## src/rtl/apb_master_nslave.sv

```systemverilog
// ---------------------------------------------------------------------------
// apb_master_nslave
// APB3 master bridge. Turns a single-beat user request into SETUP/ACCESS
// cycles toward NUM_SLAVES address-decoded slaves. It supports pready wait
// states, pslverr return, a decode error for unmapped slave indices, an
// optional wait-state timeout and back-to-back transfers.
//
// Ports
//   pclk, preset              clock, synchronous active-high reset
//   i_ptransfer               request valid, taken on an edge where o_ready=1
//   i_pwrite                  1 = write, 0 = read
//   i_pwaddr / i_praddr       write / read address
//   i_pwdata, i_pstrb         write data and byte strobes
//   o_ready                   request can be accepted this cycle
//   o_done                    one-cycle completion pulse
//   o_prdata                  read data, held until the next o_done
//   o_pslverr, o_timeout      completion status, held until the next o_done
//   psel, penable, paddr,
//   pwrite, pwdata, pstrb     APB request side
//   prdata, pready, pslverr   APB response side, one lane per slave
// ---------------------------------------------------------------------------
module apb_master_nslave #(
  parameter int AW         = 8,
  parameter int DW         = 32,
  parameter int NUM_SLAVES = 4,
  parameter int SBW        = (NUM_SLAVES > 1) ? $clog2(NUM_SLAVES) : 1,
  parameter int TIMEOUT    = 15
) (
  input  logic                     pclk,
  input  logic                     preset,
  input  logic                     i_ptransfer,
  input  logic                     i_pwrite,
  input  logic [AW-1:0]            i_pwaddr,
  input  logic [AW-1:0]            i_praddr,
  input  logic [DW-1:0]            i_pwdata,
  input  logic [DW/8-1:0]          i_pstrb,
  output logic                     o_ready,
  output logic                     o_done,
  output logic [DW-1:0]            o_prdata,
  output logic                     o_pslverr,
  output logic                     o_timeout,
  output logic [NUM_SLAVES-1:0]    psel,
  output logic                     penable,
  output logic [AW-1:0]            paddr,
  output logic                     pwrite,
  output logic [DW-1:0]            pwdata,
  output logic [DW/8-1:0]          pstrb,
  input  logic [NUM_SLAVES*DW-1:0] prdata,
  input  logic [NUM_SLAVES-1:0]    pready,
  input  logic [NUM_SLAVES-1:0]    pslverr
);

  // Slave lanes padded to a power of two so any SBW-bit index is in range.
  localparam int NSP = 1 << SBW;
  localparam int CW  = (TIMEOUT > 0) ? $clog2(TIMEOUT + 1) : 1;
  localparam logic [CW-1:0]  TO_VAL = CW'(TIMEOUT);
  localparam logic [SBW:0]   NS_VAL = (SBW + 1)'(NUM_SLAVES);

  typedef enum logic [1:0] {
    IDLE   = 2'd0,
    SETUP  = 2'd1,
    ACCESS = 2'd2,
    DERR   = 2'd3
  } state_t;

  state_t                  state_q, state_d;
  logic [SBW-1:0]          idx_q, idx_d;
  logic [NUM_SLAVES-1:0]   psel_q, psel_d;
  logic                    penable_q, penable_d;
  logic [AW-1:0]           paddr_q, paddr_d;
  logic                    pwrite_q, pwrite_d;
  logic [DW-1:0]           pwdata_q, pwdata_d;
  logic [DW/8-1:0]         pstrb_q, pstrb_d;
  logic                    done_q, done_d;
  logic [DW-1:0]           prdata_q, prdata_d;
  logic                    pslverr_q, pslverr_d;
  logic                    timeout_q, timeout_d;
  logic [CW-1:0]           waitCnt_q, waitCnt_d;

  logic [NSP-1:0]          preadyExt;
  logic [NSP-1:0]          pslverrExt;
  logic [NSP*DW-1:0]       prdataExt;
  logic [AW-1:0]           reqAddr;
  logic [SBW-1:0]          reqIdx;
  logic                    reqValid;
  logic [NUM_SLAVES-1:0]   reqSel;
  logic [CW-1:0]           waitCntInc;
  logic                    captureReq;

  // Request decode: address mux, slave index and one-hot select of the
  // incoming request, plus zero-padded copies of the slave response lanes.
  always_comb begin
    preadyExt                   = '0;
    preadyExt[NUM_SLAVES-1:0]   = pready;
    pslverrExt                  = '0;
    pslverrExt[NUM_SLAVES-1:0]  = pslverr;
    prdataExt                   = '0;
    prdataExt[NUM_SLAVES*DW-1:0] = prdata;
    reqAddr  = i_pwrite ? i_pwaddr : i_praddr;
    reqIdx   = reqAddr[AW-1 -: SBW];
    reqValid = ({1'b0, reqIdx} < NS_VAL);
    reqSel   = '0;
    for (int k = 0; k < NUM_SLAVES; k++) begin
      reqSel[k] = (reqIdx == SBW'(k));
    end
    waitCntInc = waitCnt_q + CW'(1);
  end

  // A new request can be taken when idle, or on the completion edge of the
  // current ACCESS, which is what gives the 2-cycle back-to-back rate.
  assign o_ready = (state_q == IDLE) || ((state_q == ACCESS) && preadyExt[idx_q]);

  // Next-state and register updates. Everything holds by default; o_done is
  // a pulse and defaults low. A capture at the end overrides the bus fields
  // both from IDLE and from a completing ACCESS.
  always_comb begin
    state_d    = state_q;
    idx_d      = idx_q;
    psel_d     = psel_q;
    penable_d  = penable_q;
    paddr_d    = paddr_q;
    pwrite_d   = pwrite_q;
    pwdata_d   = pwdata_q;
    pstrb_d    = pstrb_q;
    done_d     = 1'b0;
    prdata_d   = prdata_q;
    pslverr_d  = pslverr_q;
    timeout_d  = timeout_q;
    waitCnt_d  = waitCnt_q;
    captureReq = 1'b0;

    unique case (state_q)
      IDLE: begin
        captureReq = i_ptransfer;
      end
      SETUP: begin
        state_d   = ACCESS;
        penable_d = 1'b1;
      end
      ACCESS: begin
        if (preadyExt[idx_q]) begin
          done_d    = 1'b1;
          pslverr_d = pslverrExt[idx_q];
          timeout_d = 1'b0;
          if (!pwrite_q) begin
            prdata_d = prdataExt[idx_q*DW +: DW];
          end
          if (i_ptransfer) begin
            captureReq = 1'b1;
          end else begin
            state_d   = IDLE;
            psel_d    = '0;
            penable_d = 1'b0;
          end
        end else begin
          waitCnt_d = waitCntInc;
          // Abort on the TIMEOUT-th consecutive wait cycle.
          if ((TIMEOUT != 0) && (waitCntInc == TO_VAL)) begin
            state_d   = IDLE;
            psel_d    = '0;
            penable_d = 1'b0;
            done_d    = 1'b1;
            pslverr_d = 1'b1;
            timeout_d = 1'b1;
          end
        end
      end
      DERR: begin
        state_d   = IDLE;
        done_d    = 1'b1;
        pslverr_d = 1'b1;
        timeout_d = 1'b0;
      end
      default: begin
        state_d = IDLE;
      end
    endcase

    if (captureReq) begin
      paddr_d   = reqAddr;
      pwrite_d  = i_pwrite;
      pwdata_d  = i_pwdata;
      pstrb_d   = i_pwrite ? i_pstrb : '0;
      idx_d     = reqIdx;
      penable_d = 1'b0;
      waitCnt_d = '0;
      if (reqValid) begin
        state_d = SETUP;
        psel_d  = reqSel;
      end else begin
        state_d = DERR;
        psel_d  = '0;
      end
    end
  end

  // State and datapath registers with synchronous reset; a reset in the
  // middle of a transfer simply drops it without a completion pulse.
  always_ff @(posedge pclk) begin
    if (preset) begin
      state_q   <= IDLE;
      idx_q     <= '0;
      psel_q    <= '0;
      penable_q <= 1'b0;
      paddr_q   <= '0;
      pwrite_q  <= 1'b0;
      pwdata_q  <= '0;
      pstrb_q   <= '0;
      done_q    <= 1'b0;
      prdata_q  <= '0;
      pslverr_q <= 1'b0;
      timeout_q <= 1'b0;
      waitCnt_q <= '0;
    end else begin
      state_q   <= state_d;
      idx_q     <= idx_d;
      psel_q    <= psel_d;
      penable_q <= penable_d;
      paddr_q   <= paddr_d;
      pwrite_q  <= pwrite_d;
      pwdata_q  <= pwdata_d;
      pstrb_q   <= pstrb_d;
      done_q    <= done_d;
      prdata_q  <= prdata_d;
      pslverr_q <= pslverr_d;
      timeout_q <= timeout_d;
      waitCnt_q <= waitCnt_d;
    end
  end

  assign psel      = psel_q;
  assign penable   = penable_q;
  assign paddr     = paddr_q;
  assign pwrite    = pwrite_q;
  assign pwdata    = pwdata_q;
  assign pstrb     = pstrb_q;
  assign o_done    = done_q;
  assign o_prdata  = prdata_q;
  assign o_pslverr = pslverr_q;
  assign o_timeout = timeout_q;

endmodule

```

## config.mk

```make
export PLATFORM = sky130hd
export DESIGN_NAME = apb_master_nslave
export DESIGN_NICKNAME = d
export VERILOG_FILES = /design/src/rtl/apb_master_nslave.sv
export SDC_FILE = /design/constraint.sdc
export NUM_CORES = 1
export LEC_CHECK = 0
export CORE_MARGIN = 2
export CORE_UTILIZATION = 33
export CTS_CLUSTER_DIAMETER = 60
export DETAILED_ROUTE_END_ITERATION = 16
export GPL_TIMING_DRIVEN = 0
export PLACE_DENSITY = 0.83
export SETUP_SLACK_MARGIN = 0.5
export SLEW_MARGIN = 20
export SYNTH_ARGS = -nofsm -noshare
export SYNTH_HDL_FRONTEND = slang
export SYNTH_SLANG_ARGS = --single-unit
```

## constraint.sdc

```tcl
create_clock -name pclk -period 2.15 [get_ports pclk]
set_input_delay 0.645 -clock pclk [delete_from_list [all_inputs] [get_ports pclk]]
set_output_delay 0.645 -clock pclk [all_outputs]
set_load 0.05 [all_outputs]
```

==> results.txt, run 1 <==
----------------------------------------------------
[Synth]
  Dominant cell by count in the synthesized netlist ... sky130_fd_sc_hd__nand2_1
  Synth Net Count ... 658
  Cell area after synthesis ... about 0.0043 mm2
  Cell accounting for the most synthesized area ... sky130_fd_sc_hd__dfxtp_1
  Post-synthesis async set-or-reset flop share ... 0%
  Gate count of the mapped netlist ... 460
  Part of the Yosys area used for sequential elements ... 42.0%
  Top post-synthesis cells by count ... 136 x sky130_fd_sc_hd__nand2_1, 91 x sky130_fd_sc_hd__dfxtp_1, 75 x sky130_fd_sc_hd__a21oi_1
  Area share of the largest cell type after synthesis ... around 42%
  Number of synthesis warnings ... 0
  Number of synthesized register bits ... about 90
  Mean Syn Cell Area ... 9.43 um2
  Synth top area cells ... sky130_fd_sc_hd__dfxtp_1 42%, sky130_fd_sc_hd__mux4_2 18%, sky130_fd_sc_hd__nand2_1 12%
  Count of unique library cells instantiated by Yosys ... 38
  Number of enable flip-flop cells after synthesis ... 0
  Prevailing post-synth register cell ... sky130_fd_sc_hd__dfxtp_1

[Setup path]
  Cell family with the largest share of critical-path delay ... multiplexers
  CP most frequent cell ... sky130_fd_sc_hd__buf_8
  Worst reg-to-reg path cell count ... 9
  Worst reg2reg endpoint ... pwdata[16]$_SDFFE_PP0P_
  Slowest cell on crit path ... sky130_fd_sc_hd__mux4_2
  Top fanout value on the critical path ... 2
  Flop-to-flop setup slack ... -0.13 ns
  Data arrival at the endpoint of the critical path ... roughly 1.6 ns
  Highest cell delay on the worst timing path ... 0.54 ns
  Required time reported for the critical path endpoint ... ~1.5 ns
  Element type at the critical path start ... flip-flop
  Source of the worst register-to-register timing path ... idx_q[0]$_SDFFE_PP0P_
  Endpoint type of the worst setup path ... output pin
  Cells along the critical path ... buf_8 > mux4_2 > nand2_4 > nand2b_4 > buf_8
  Class of the most critical setup path ... flip-flop to output pin
  Buffers & Inverters on Critical Path ... 2

[Min path]
  Path category of the worst min-delay check ... flip-flop to flip-flop
  Number of cells on the worst hold path ... 2
  End point of the worst hold path ... pstrb[3]$_SDFFE_PP0P_
  Startpoint of the lowest-slack hold path ... pstrb[3]$_SDFFE_PP0P_

[Cells and area]
  Antenna cells ... 0
  Number of nets at the end of the flow ... roughly 960
  Area Overhead vs Synth ... 74.6%
  Layout cell share with drive strength beyond 1 ... a little under 30%
  Number of standard cells in the final layout excluding fillers ... ~940
  Fill cell instance count of the final layout ... between 1k and 1.5k

[GRT]
  Number of global-route vias before repair ... approximately 5k
  Pin count of the biggest net entering global routing ... 17
  Global-route wire length before repair ... between 20000 and 30000 um
  Number of antenna violations at the first check in global routing ... 0
  Sum of overflow across all layers after global routing ... 0
  Total routing resource utilization after global routing ... roughly a quarter

[Routing]
  Count of vias placed by the detailed router ... between 4k and 5k
  DRT Wirelength ... around 17000 um
  Pre-antenna DRT Iters ... 4
  Routed vias/inst ... approximately 5.1
  DRC Markers ... 0
  Detail-routed net length per standard cell ... ~18 um
  Number of antenna-violating nets in the routed design ... 0
  Initial DRC count ... just under 200

[Die]
  Number of placed I/O pins ... 278
  Cell row count ... roughly 40
  Initial core utilization ... between 30% and 40%
  Area enclosed by the die boundary ... 0.0141 mm2
  Die Span Y ... ~120 um
  Core outline area ... ~0.013 mm2
  Die width ... between 100 and 150 um

[Pwr]
  Power per standard cell area ... 882 mW/mm2
  Standby leakage power ... 2.98 nW
  Worst IR drop on VDD ... between 0.3 and 0.4 mV

[Clock tree]
  Clk pin slew, worst setup/hold paths ... roughly 0.060 ns
  Buffer cell driving the clock tree root ... sky130_fd_sc_hd__clkbuf_16
  TritonCTS buffer count ... 9
  Level count of the clock H-tree ... 3
  Number of clock sinks ... 91
  Deepest clock path buffer count ... 2
  TritonCTS clock tree ... done
  Worst skew pair latency ... 0.34 ns
  Cts hold-fix bufs ... 0

[STA]
  Unrepaired setup endpoints after global routing ... true
  Final setup violation count ... 44
  Min Tclk post-route ... approximately 2.3 ns
  Max Clock Freq ... about 440 MHz
  Maximum clock skew at final layout ... a little over 0.006 ns
  Transition at the pin with the smallest max-transition slack ... 0.611 ns
  Worst slew slack as a fraction of its limit ... around 58%
  Number of pins exceeding their max-slew limit in the final report ... 0
  Final count of hold timing violations ... 0
  Slack of the critical path ... -0.135 ns
  Share of the clock period used by the worst path ... 106%

[Placed design]
  Total placed cells including tap cells ... 908
  Setup Slack @ Placement ... -1.02 ns
  Placer's final routability congestion estimate ... roughly 0.92
  HPWL after DPL ... between 10000 and 15000 um
  Port bufs ... between 200 and 300

[Outcome]
  Result of the run ... finished with violations
  Violations in the final reports ... negative setup slack

[Run]
  Number of max-cap violations ... 0

----------------------------------------------------
[power by group]
| group | internal (mW) | switching [mW] | leakage [nW] |
|---|---|---|---|
| registers | 1.91 | 0.135 | 0.743 |
| clock network | 0.826 | 0.690 | 0.136 |
| logic | 1.31 | 1.81 | 2.10 |
| total | 4.05 | 2.63 | 2.98 |
[sequential cells by signal, indices dropped and copies added, names as in the netlist, 2 cells and up]
| name | cells |
|---|---|
| o_prdata | 32 |
| state_q | 2 |
| pstrb | 4 |
| waitCnt_q | 4 |
| paddr | 6 |
| pwdata | 32 |
| idx_q | 2 |
| psel | 4 |
[stage by stage]
stage / power, mW / utilization, % / hold WS [ns] / cell area [um2] / TNS, ns
2_1_floorplan: 4.01 / - / 0.484 / 4400 / 0
3_3_place_gp: 5.04 / 58.0 / 0.439 / 7380 / -39.97
3_5_place_dp: 5.11 / 58.0 / 0.448 / 7380 / -43.95
4_1_cts: 6.62 / 58.5 / 0.454 / 7450 / -0.455
5_1_grt: 6.97 / 59.5 / 0.479 / 7570 / -5.59
6_report: 6.68 / 59.5 / 0.454 / 7570 / -2.40
[per-layer routing]
layer  part of all wire [%]  up-vias  GRT usage (%)
met2                     51      251           43.0
met5                      0        -              0
met4                    3.6        0           10.3
met3                    9.0       41           7.53
li1                       -     2220              -
met1                     36     2242           24.7
[layout make-up]
type,instances,area (um2),share of cell area (%)
timing repair buffer,293,2540,33.5
multi-input combinational,327,2420,32.0
sequential,91,1830,24.1
buffer,36,262,3.45
clock buffer,10,239,3.16
tap,172,215,2.84
clock inverter,6,47.5,0.628
inverter,6,22.5,0.297
[cells by family (layout without fill, tap and decap cells)]
logic type / Yosys count / in the layout / synth area share [%]
and+or+nand+nor: 174 / 174 / 16.3
AOI/OAI and AO/OA: 100 / 100 / 14.4
DFF: 91 / 91 / 42.0
muxes: 44 / 44 / 20.0
buffers and inverters: 42 / 351 / 4.99
adders and majority gates: 6 / 6 / 1.73
xor gates and xnor gates: 3 / 3 / 0.606
[cell usage in the layout, fill, tap and decap left out, types with 3 or more instances in the layout]
| master | instances |
|---|---|
| sky130_fd_sc_hd__a211oi_2 | 9 |
| sky130_fd_sc_hd__a21oi_1 | 61 |
| sky130_fd_sc_hd__a21oi_2 | 14 |
| sky130_fd_sc_hd__a32o_1 | 5 |
| sky130_fd_sc_hd__buf_2 | 78 |
| sky130_fd_sc_hd__buf_4 | 12 |
| sky130_fd_sc_hd__buf_6 | 19 |
| sky130_fd_sc_hd__clkbuf_1 | 8 |
| sky130_fd_sc_hd__clkbuf_16 | 9 |
| sky130_fd_sc_hd__clkbuf_2 | 6 |
| sky130_fd_sc_hd__clkbuf_4 | 11 |
| sky130_fd_sc_hd__clkdlybuf4s15_1 | 4 |
| sky130_fd_sc_hd__clkdlybuf4s50_1 | 186 |
| sky130_fd_sc_hd__dfxtp_1 | 89 |
| sky130_fd_sc_hd__ha_1 | 6 |
| sky130_fd_sc_hd__inv_1 | 6 |
| sky130_fd_sc_hd__mux2i_1 | 9 |
| sky130_fd_sc_hd__mux4_2 | 34 |
| sky130_fd_sc_hd__nand2_1 | 135 |
| sky130_fd_sc_hd__nand2b_1 | 4 |
| sky130_fd_sc_hd__nand2b_4 | 3 |
| sky130_fd_sc_hd__nand3_1 | 5 |
| sky130_fd_sc_hd__nor2_1 | 8 |
| sky130_fd_sc_hd__nor2_2 | 7 |
| sky130_fd_sc_hd__nor3_1 | 3 |
[worst reg2reg max path: stages, from the launching register on]
cell and delay, ns:
sky130_fd_sc_hd__dfxtp_4 0.36, sky130_fd_sc_hd__buf_8 0.10, sky130_fd_sc_hd__mux4_2 0.54, sky130_fd_sc_hd__buf_4 0.19
sky130_fd_sc_hd__and2_4 0.19, sky130_fd_sc_hd__o21ai_4 0.29, sky130_fd_sc_hd__buf_6 0.15, sky130_fd_sc_hd__buf_4 0.13
sky130_fd_sc_hd__nand2_1 0.07, sky130_fd_sc_hd__a21oi_1 0.19
[worst max path at each step]
stage / from / to / slack (ns) / depth (start not counted)
2_1_floorplan: pready[3] / idx_q[1]$_SDFFE_PP0P_ / 0.09 / 7
6_report: idx_q[0]$_SDFFE_PP0P_ / o_ready / -0.14 / 5
5_1_grt: idx_q[0]$_SDFFE_PP0P_ / pwdata[16]$_SDFFE_PP0P_ / -0.18 / 9
3_3_place_gp: pready[3] / o_ready / -1.01 / 5
3_5_place_dp: pready[2] / o_ready / -1.02 / 5
4_1_cts: idx_q[0]$_SDFFE_PP0P_ / o_ready / -0.16 / 5
[timing repair]
action                                  in CTS  in global routing
gates resized for setup                    461                 38
buffers inserted                             9                  3
endpoints found under the setup margin     177                102
pin swaps                                    1                  0
cloned                                       4                  1
(Power assumes the default switching activity.)
==> inputs of run 2 (changes only) <==
--- a/config.mk
+++ b/config.mk
@@ -11,8 +11,8 @@
 export DETAILED_ROUTE_END_ITERATION = 16
 export GPL_TIMING_DRIVEN = 0
 export PLACE_DENSITY = 0.83
+export RECOVER_POWER = 25
 export SETUP_SLACK_MARGIN = 0.5
-export SLEW_MARGIN = 20
 export SYNTH_ARGS = -nofsm -noshare
 export SYNTH_HDL_FRONTEND = slang
 export SYNTH_SLANG_ARGS = --single-unit
==> results.txt, run 2 (synthesis gave the netlist of run 1 again) <==
----------------------------------------------------
[Outcome]
  Result of the run ... finished with violations (unchanged)
  Violations in the final reports ... negative setup slack (unchanged)

[STA]
  Worst slew slack as a fraction of its limit ... 56.2% (was 58.1%)
  Transition at the pin with the smallest max-transition slack ... 0.657 ns (was 0.611 ns)
  Max Clock Freq ... 437 MHz (was 438 MHz)
  Share of the clock period used by the worst path ... 106% (about the same)
  Final count of hold timing violations ... 0 (unchanged)
  Number of pins exceeding their max-slew limit in the final report ... 0 (unchanged)
  Slack of the critical path ... -0.139 ns (was -0.135 ns)
  Final setup violation count ... 44 (unchanged)
  Unrepaired setup endpoints after global routing ... true (unchanged)
  Maximum clock skew at final layout ... 0.00605 ns (was 0.00609 ns)
  Min Tclk post-route ... 2.29 ns (about the same)

[Clock tree]
  TritonCTS clock tree ... done (unchanged)
  Cts hold-fix bufs ... 0 (unchanged)
  Deepest clock path buffer count ... 2 (unchanged)
  Level count of the clock H-tree ... 3 (unchanged)
  Buffer cell driving the clock tree root ... sky130_fd_sc_hd__clkbuf_16 (unchanged)
  Clk pin slew, worst setup/hold paths ... 0.06 ns (about the same)
  Worst skew pair latency ... 0.35 ns (was 0.34 ns)
  TritonCTS buffer count ... 9 (unchanged)
  Number of clock sinks ... 91 (unchanged)

[GRT]
  Sum of overflow across all layers after global routing ... 0 (unchanged)
  Number of global-route vias before repair ... 5107 (unchanged)
  Total routing resource utilization after global routing ... 23.6% (unchanged)
  Pin count of the biggest net entering global routing ... 17 (unchanged)
  Number of antenna violations at the first check in global routing ... 0 (unchanged)
  Global-route wire length before repair ... 25900 um (unchanged)

[Routing]
  DRT Wirelength ... 17000 um (was 16900 um)
  DRC Markers ... 0 (unchanged)
  Initial DRC count ... 196 (was 193)
  Detail-routed net length per standard cell ... 18.1 um (was 18.0 um)
  Pre-antenna DRT Iters ... 4 (unchanged)
  Number of antenna-violating nets in the routed design ... 0 (unchanged)
  Routed vias/inst ... 5.09 (was 5.05)
  Count of vias placed by the detailed router ... 4792 (was 4754)

[Setup path]
  Top fanout value on the critical path ... 2 (unchanged)
  Element type at the critical path start ... flip-flop (unchanged)
  Source of the worst register-to-register timing path ... idx_q[0]$_SDFFE_PP0P_ (unchanged)
  Endpoint type of the worst setup path ... output pin (unchanged)
  Flop-to-flop setup slack ... -0.12 ns (was -0.13 ns)
  End point of the critical path ... o_ready (unchanged)
  Worst reg-to-reg path cell count ... 9 (unchanged)
  Required time reported for the critical path endpoint ... 1.50 ns (about the same)
  Data arrival at the endpoint of the critical path ... 1.64 ns (about the same)
  Setup crit start ... idx_q[0]$_SDFFE_PP0P_ (unchanged)
  Class of the most critical setup path ... flip-flop to output pin (unchanged)
  Worst reg2reg endpoint ... pwdata[16]$_SDFFE_PP0P_ (unchanged)

[Cells and area]
  Antenna cells ... 0 (unchanged)
  Number of standard cells in the final layout excluding fillers ... 941 (unchanged)
  Non-Filler Cell Area, Final ... 0.00753 mm2 (was 0.00757 mm2)
  Number of nets at the end of the flow ... 962 (unchanged)
  Area Overhead vs Synth ... 73.7% (was 74.6%)
  Fill cell instance count of the final layout ... 1109 (was 1093)
  Layout cell share with drive strength beyond 1 ... 25.1% (was 29.0%)
  Multi-input combinational cell area ... 0.00242 mm2 (unchanged)
  Most frequent cells in the layout ... 186 x sky130_fd_sc_hd__clkdlybuf4s50_1, 135 x sky130_fd_sc_hd__nand2_1, 89 x sky130_fd_sc_hd__dfxtp_1, 61 x sky130_fd_sc_hd__a21oi_1, 49 x sky130_fd_sc_hd__buf_2 (was 186 x sky130_fd_sc_hd__clkdlybuf4s50_1, 135 x sky130_fd_sc_hd__nand2_1, 89 x sky130_fd_sc_hd__dfxtp_1, 78 x sky130_fd_sc_hd__buf_2, 61 x sky130_fd_sc_hd__a21oi_1)
  Most frequent standard cell in the layout excluding fill and tap cells ... sky130_fd_sc_hd__clkdlybuf4s50_1 (unchanged)
  Storage element area ... 0.00183 mm2 (unchanged)

[Die]
  Area enclosed by the die boundary ... 0.0141 mm2 (unchanged)
  Cell row count ... 41 (unchanged)
  Number of placed I/O pins ... 278 (unchanged)
  Die Span Y ... 119 um (unchanged)
  Die width ... 119 um (unchanged)
  Initial core utilization ... 34.1% (unchanged)
  Core outline area ... 0.0127 mm2 (unchanged)

[Pwr]
  Clk pwr share ... 22.9% (was 22.7%)
  Standby leakage power ... 2.86 nW (was 2.98 nW)
  Int Power ... 4.03 mW (was 4.05 mW)
  Sequential group share of total power ... 30.7% (was 30.6%)
  Power per standard cell area ... 886 mW/mm2 (was 882 mW/mm2)
  Sw power ... 2.64 mW (was 2.63 mW)
  Power share of the combinational group ... 46.4% (was 46.7%)
  Worst IR drop on VDD ... 0.397 mV (was 0.394 mV)
  Switching part of the total ... 39.6% (was 39.4%)

[Min path]
  Path category of the worst min-delay check ... flip-flop to flip-flop (unchanged)

[Placed design]
  Post-placement cell area ... 0.00738 mm2 (unchanged)
  Total placed cells including tap cells ... 908 (unchanged)
  HPWL after DPL ... 13400 um (unchanged)
  Setup Slack @ Placement ... -1.02 ns (unchanged)
  Placer's final routability congestion estimate ... 0.920 (unchanged)
  Port bufs ... 276 (unchanged)

[Run]
  Number of max-cap violations ... 0 (unchanged)

----------------------------------------------------
run 2: metal layers:
layer	track usage (%)	up-vias	routed length, um
li1	-	2220	-
met1	24.7	2274	6190
met2	43.0	254	8680
met3	7.53	44	1530
met4	10.3	0	600
met5	0	-	0
run 2: area by class of cell:
| class | instances | share of cell area, % |
|---|---|---|
| clock buffers | 10 | 3.17 |
| flip-flops and latches | 91 | 24.3 |
| inverters | 6 | 0.299 |
| multi-input cells | 327 | 32.1 |
| well taps | 172 | 2.86 |
| clock inverters | 6 | 0.631 |
| repair buffers | 293 | 33.2 |
| plain buffers | 36 | 3.47 |
run 2: per-stage QoR:
| stage | total power [mW] | setup TNS, ns | hold WS, ns | utilization (%) |
|---|---|---|---|---|
| global route | 6.95 | -5.60 | 0.482 | 59.2 |
| CTS | 6.62 | -0.455 | 0.454 | 58.5 |
| detailed placement | 5.11 | -43.95 | 0.448 | 58.0 |
| floorplan | 4.01 | 0 | 0.484 | - |
| global placement | 5.04 | -39.97 | 0.439 | 58.0 |
| finish | 6.67 | -2.41 | 0.456 | 59.2 |
run 2: worst min-delay path by stage:
stage,start,to,slack [ns],cells past startpoint
after global placement,pstrb[2]$_SDFFE_PP0P_,pstrb[2]$_SDFFE_PP0P_,0.44,2
after detailed placement,pstrb[3]$_SDFFE_PP0P_,pstrb[3]$_SDFFE_PP0P_,0.45,2
after CTS,o_prdata[25]$_SDFFE_PP0P_,o_prdata[25]$_SDFFE_PP0P_,0.45,2
final,o_prdata[28]$_SDFFE_PP0P_,o_prdata[28]$_SDFFE_PP0P_,0.46,2
after floorplan,state_q[0]$_SDFFE_PP0P_,state_q[0]$_SDFFE_PP0P_,0.48,2
after global routing,o_prdata[9]$_SDFFE_PP0P_,o_prdata[9]$_SDFFE_PP0P_,0.48,2
run 2: critical path, stage by stage, from the launching register on:
cell	delay, ns
sky130_fd_sc_hd__dfxtp_4	0.36
sky130_fd_sc_hd__buf_8	0.10
sky130_fd_sc_hd__mux4_2	0.54
sky130_fd_sc_hd__nand2_4	0.10
sky130_fd_sc_hd__nand2b_4	0.06
sky130_fd_sc_hd__buf_8	0.14
run 2: power groups by stage:
stage	clock [mW]	sequential [mW]	combinational, mW
3_5_place_dp	0	2.08	3.03
4_1_cts	1.55	2.04	3.03
5_1_grt	1.61	2.07	3.27
2_1_floorplan	0	2.77	1.24
6_report	1.52	2.05	3.10
3_3_place_gp	0	2.07	2.97
run 2: timing repair:
item / CTS / global route
gates cloned: 4 / 1
endpoints found under the setup margin: 177 / 102
setup buffers: 9 / 3
pin swaps: 1 / 0
gates resized for setup: 461 / 38
